[src/rtl/stack_push_unit.sv]
// ============================================================================
//  Module      : stack_push_unit
//  Description : Writeback side of the stack datapath. Saturates a ULA result,
//                writes it to stack memory and commits the new top-of-stack.
//  Revision    : 1.0 - initial release
// ============================================================================
`default_nettype none

module stack_push_unit #(
    parameter int DATA_WIDTH = 8,
    parameter int ADDR_WIDTH = 12,
    parameter int ULA_WIDTH  = 24
) (
    input  logic                  clk,
    input  logic                  reset,
    input  logic                  res_valid,
    input  logic [ULA_WIDTH-1:0]  res_data,
    input  logic [1:0]            pop_count,
    input  logic [ADDR_WIDTH-1:0] tos_in,
    output logic                  res_ready,
    output logic                  stack_we,
    output logic [ADDR_WIDTH-1:0] stack_addr,
    output logic [DATA_WIDTH-1:0] stack_wdata,
    output logic                  tos_we,
    output logic [ADDR_WIDTH-1:0] tos_out,
    output logic                  overflow_flag,
    output logic                  underflow_err,
    output logic                  full_err,
    input  logic                  err_clr,
    output logic                  done
);

    typedef enum logic [2:0] {
        IDLE   = 3'd0,
        CHECK  = 3'd1,
        WRITE  = 3'd2,
        COMMIT = 3'd3,
        ERR    = 3'd4
    } state_t;

    localparam logic signed [ULA_WIDTH-1:0] c_sat_max = ULA_WIDTH'(2**(DATA_WIDTH-1) - 1);
    localparam logic signed [ULA_WIDTH-1:0] c_sat_min = ULA_WIDTH'(-(2**(DATA_WIDTH-1)));

    state_t r_state;
    state_t w_state_next;

    logic [ULA_WIDTH-1:0]  r_res;
    logic [1:0]            r_pop;
    logic [ADDR_WIDTH-1:0] r_tos;
    logic                  r_sat_pending;

    logic                  w_accept;
    logic [ADDR_WIDTH:0]   w_addr;
    logic                  w_underflow;
    logic                  w_full;
    logic                  w_sat_hi;
    logic                  w_sat_lo;
    logic [DATA_WIDTH-1:0] w_sat_val;

    assign w_accept    = res_valid && res_ready && (r_state == IDLE);
    assign w_addr      = {1'b0, r_tos} - {{(ADDR_WIDTH-1){1'b0}}, r_pop};
    assign w_underflow = {{(ADDR_WIDTH-2){1'b0}}, r_pop} > r_tos;
    assign w_full      = (r_pop == 2'd0) && (&r_tos);
    assign w_sat_hi    = $signed(r_res) > c_sat_max;
    assign w_sat_lo    = $signed(r_res) < c_sat_min;

    always_comb begin
        w_sat_val = r_res[DATA_WIDTH-1:0];
        if (w_sat_hi) begin
            w_sat_val = {1'b0, {(DATA_WIDTH-1){1'b1}}};
        end else if (w_sat_lo) begin
            w_sat_val = {1'b1, {(DATA_WIDTH-1){1'b0}}};
        end
    end

    always_ff @(posedge clk) begin
        if (reset) begin
            r_state <= IDLE;
        end else begin
            r_state <= w_state_next;
        end
    end

    always_comb begin
        w_state_next = r_state;
        case (r_state)
            IDLE:    if (w_accept) w_state_next = CHECK;
            CHECK:   w_state_next = (w_underflow || w_full) ? ERR : WRITE;
            WRITE:   w_state_next = COMMIT;
            COMMIT:  w_state_next = IDLE;
            ERR:     if (err_clr) w_state_next = IDLE;
            default: w_state_next = IDLE;
        endcase
    end

    always_ff @(posedge clk) begin
        if (reset) begin
            r_res         <= '0;
            r_pop         <= '0;
            r_tos         <= '0;
            r_sat_pending <= 1'b0;
            res_ready     <= 1'b0;
            stack_we      <= 1'b0;
            stack_addr    <= '0;
            stack_wdata   <= '0;
            tos_we        <= 1'b0;
            tos_out       <= '0;
            done          <= 1'b0;
            overflow_flag <= 1'b0;
            underflow_err <= 1'b0;
            full_err      <= 1'b0;
        end else begin
            res_ready <= (w_state_next == IDLE);
            stack_we  <= 1'b0;
            tos_we    <= 1'b0;
            done      <= 1'b0;
            case (r_state)
                IDLE: begin
                    if (w_accept) begin
                        r_res <= res_data;
                        r_pop <= (pop_count == 2'd3) ? 2'd2 : pop_count;
                        r_tos <= tos_in;
                    end
                end
                CHECK: begin
                    // Underflow has priority; full can only occur with no pops.
                    if (w_underflow) begin
                        underflow_err <= 1'b1;
                    end else if (w_full) begin
                        full_err <= 1'b1;
                    end else begin
                        stack_we      <= 1'b1;
                        stack_addr    <= w_addr[ADDR_WIDTH-1:0];
                        stack_wdata   <= w_sat_val;
                        r_sat_pending <= w_sat_hi || w_sat_lo;
                    end
                end
                WRITE: begin
                    tos_we  <= 1'b1;
                    done    <= 1'b1;
                    tos_out <= stack_addr + {{(ADDR_WIDTH-1){1'b0}}, 1'b1};
                end
                COMMIT: begin
                    overflow_flag <= r_sat_pending;
                end
                ERR: begin
                    if (err_clr) begin
                        underflow_err <= 1'b0;
                        full_err      <= 1'b0;
                    end
                end
                default: ;
            endcase
        end
    end

endmodule

`default_nettype wire

[config.mk]
export PLATFORM = sky130hd
export DESIGN_NAME = stack_push_unit
export DESIGN_NICKNAME = d
export VERILOG_FILES = /design/src/rtl/stack_push_unit.sv
export SDC_FILE = /design/constraint.sdc
export NUM_CORES = 1
export LEC_CHECK = 0
export ABC_CLOCK_PERIOD_IN_PS = 3250
export BUFFER_PORTS_ARGS = -buffer_cell sky130_fd_sc_hd__buf_2
export CAP_MARGIN = 10
export CORE_MARGIN = 10
export CORE_UTILIZATION = 53
export CTS_CLUSTER_DIAMETER = 30
export DETAILED_ROUTE_END_ITERATION = 10
export PLACE_DENSITY = 0.83
export SYNTH_ARGS = -nofsm -noshare
export SYNTH_HDL_FRONTEND = slang
export SYNTH_SLANG_ARGS = --single-unit
[constraint.sdc]
create_clock -name clk -period 3.25 [get_ports clk]
set_input_delay 0.975 -clock clk [delete_from_list [all_inputs] [get_ports clk]]
set_output_delay 0.975 -clock clk [all_outputs]
set_load 0.02 [all_outputs]
==> flow_metrics.py <==
metrics = {
    "status": {
        "status": "completed",
    },
    "placement": {
        "pre_cts_slack_ns": 0.597,
        "dp_hpwl_um": 6340,
        "placed_cells": 538,
        "place_congestion": 0.857,
        "portBuffers": 80,
    },
    "timing": {
        "finalHoldViolCount": 0,
        "rsz0062_at_grt": "no",
        "whs_ns": 0.461,
        "min_period_over_period": 0.830,
        "fin_skew_ns": 0.00735,
        "tightest_slew_ns": 1.17,
        "drv_slew": 0,
        "setup_viol": 0,
        "tns_ns": 0,
        "max_slew_margin": 0.216,
        "fin_crit_ns": 2.70,
        "finalWorstSetupSlack_ns": 0.553,
        "fmax_mhz": 371,
    },
    "worst_setup_path": {
        "reg2reg_slack_ns": 0.55,
        "arrival_ns": 2.86,
        "critPathKind": "reg2reg",
        "critPathRequiredTime_ns": 3.41,
        "start_kind": "register",
        "crit_path_max_fanout": 20,
        "endpoint_kind": "register",
    },
    "grt": {
        "track_usage": 0.168,
        "first_global_vias": 3066,
        "grt_pass1_wl_um": 14200,
        "antenna_found_initial": 0,
        "grt-ovfl-total": 0,
        "grt_start_max_net_pins": 40,
    },
    "synthesis": {
        "ys_types": 45,
        "yosysTopAreaCell": "dfxtp_1",
        "syn_inst": 403,
        "synth_edf_count": 0,
        "ys_top_cells_by_count": "nand2_1 (93), dfxtp_1 (80), a21oi_1 (44)",
        "ys_ff_latch": 80,
        "yosysWarnings": 0,
        "syn_nets": 449,
        "synth_top_area_frac": 0.466,
        "syn_avg_cell_area_um2": 8.53,
        "ys_seq_area_frac": 0.466,
        "synth_area_um2": 3440,
        "yosys_most_used_dff": "dfxtp_1",
        "synthArstFlopShare": 0,
        "yosys-top-cells-area": "dfxtp_1 (47%), nand2_1 (10%), a21oi_1 (6.4%)",
        "yosysMostFrequentCell": "nand2_1",
    },
    "hold_path": {
        "min_path_type": "reg2reg",
    },
    "drt": {
        "avgViaCountPerCell": 5.70,
        "vias": 3157,
        "drt_pass1_iterations": 5,
        "routedWlPerCell_um": 15.8,
        "drt_iter0_markers": 172,
        "routed_wl_um": 8740,
        "drcViolationCount": 0,
        "drtAntennaViolNets": 0,
    },
    "cells_and_area": {
        "n_fill_cell": 556,
        "drive_above_1_share": 0.247,
        "seqCellArea_um2": 1600,
        "fin_cells": 554,
        "multi_input_area_um2": 1690,
        "area_growth_pct": 19.5,
        "final_nets": 518,
        "antenna_cells": 0,
    },
    "floorplan": {
        "die_y_um": 101,
        "placementRows": 29,
        "initial_core_util": 0.544,
        "dieWidth_um": 101,
        "die_area_um2": 10100,
        "ioPinCount": 81,
        "coreArea_um2": 6310,
    },
    "clocking": {
        "clk-insertion-delay-late_ns": 0.35,
        "cts_root_buffer": "clkbuf_8",
        "clk_pin_slew_ns": 0.08,
        "cts_tree": "yes",
        "cts.sinks": 80,
        "hold_buffers": 0,
        "post_cts_buffers": 0,
        "cts_resized": 0,
        "htreeDepth": 3,
        "cts_buffers": 9,
        "cts_buffer_depth": 2,
    },
    "pwr": {
        "ir_drop_mv": 0.341,
        "power.density_nw_per_um2": 629,
        "leakage_nw": 1.58,
        "finalPower_mw": 2.58,
    },
    "job": {
        "drv_cap": 0,
    },
}
==> through the flow <==
step	util	area (µm²)
global route	0.650	4110
finish	0.650	4110
global placement	0.612	3860
CTS	0.650	4110
detailed placement	0.612	3860
floorplan	-	3440
==> worst paths after layout <==
| kind | endpoint | from | cells past startpoint |
|---|---|---|---|
| worst max-delay path | stack_wdata[2] | r_tos[0] | 7 |
| worst min-delay path | r_res[6] | r_res[6] | 2 |
| worst max register to register | stack_wdata[2] | r_tos[0] | 7 |
| worst min register to register | r_res[6] | r_res[6] | 2 |
==> power by group <==
group          switching [mW]  internal (mW)
clock                   0.369          0.516
sequential             0.0908           1.08
combinational           0.324          0.208
==> sequential cells by signal, summed over array words and instances, names as in the netlist <==
| name | cells |
|---|---|
| stack_wdata | 8 |
| r_state | 3 |
| r_sat_pending | 1 |
| r_res | 24 |
| stack_we | 1 |
| res_ready | 1 |
| stack_addr | 12 |
| overflow_flag | 1 |
| tos_out | 12 |
| r_pop | 2 |
| underflow_err | 1 |
| done | 1 |
| r_tos | 12 |
| full_err | 1 |
==> area by class of cell <==
class / instances / share of cell area
clock buffer: 10 / 0.0311
clock inverter: 6 / 0.0283
inverter: 3 / 0.00274
multi-input combinational: 289 / 0.410
sequential: 80 / 0.390
tap: 77 / 0.0235
timing repair buffer: 89 / 0.114
==> layer usage <==
metal	vias up	GRT usage	share of wire
li1	1592	-	-
met1	1468	0.210	0.44
met2	87	0.263	0.47
met3	10	0.0569	0.073
met4	0	0.0576	0.016
met5	-	0	0
==> critical path, cell delays in order (launching register included) <==
cell      delay, ns
dfxtp_1        0.35
inv_1          0.05
ha_1           0.21
fa_1           0.43
or4b_4         0.27
nor4_2         0.06
nor3_2         0.93
a311oi_1       0.22
==> layout by cell type (no fill, tap or decap), drive strengths merged, types with 7 or more instances in the layout <==
cell    instances
nand2          93
buf            89
dfxtp          80
a21oi          44
a31oi          20
a211oi         19
nor2           18
a311oi         12
nand4          11
clkbuf         10
xor2            9
nor4            8
xnor2           7
==> logic make-up (layout without fill, tap and decap cells) <==
group	count (synthesis)	after routing	share of synthesized area
XOR/XNOR	16	16	0.0408
AND/OR/NAND/NOR	165	165	0.232
AO/OA/AOI/OAI	103	103	0.194
adder cells (fa/ha/maj)	4	4	0.0168
flip-flops	80	80	0.466
multiplexers	1	1	0.00291
buffers and inverters	34	108	0.0477
Note: power is estimated with default switching activity, not from simulation.
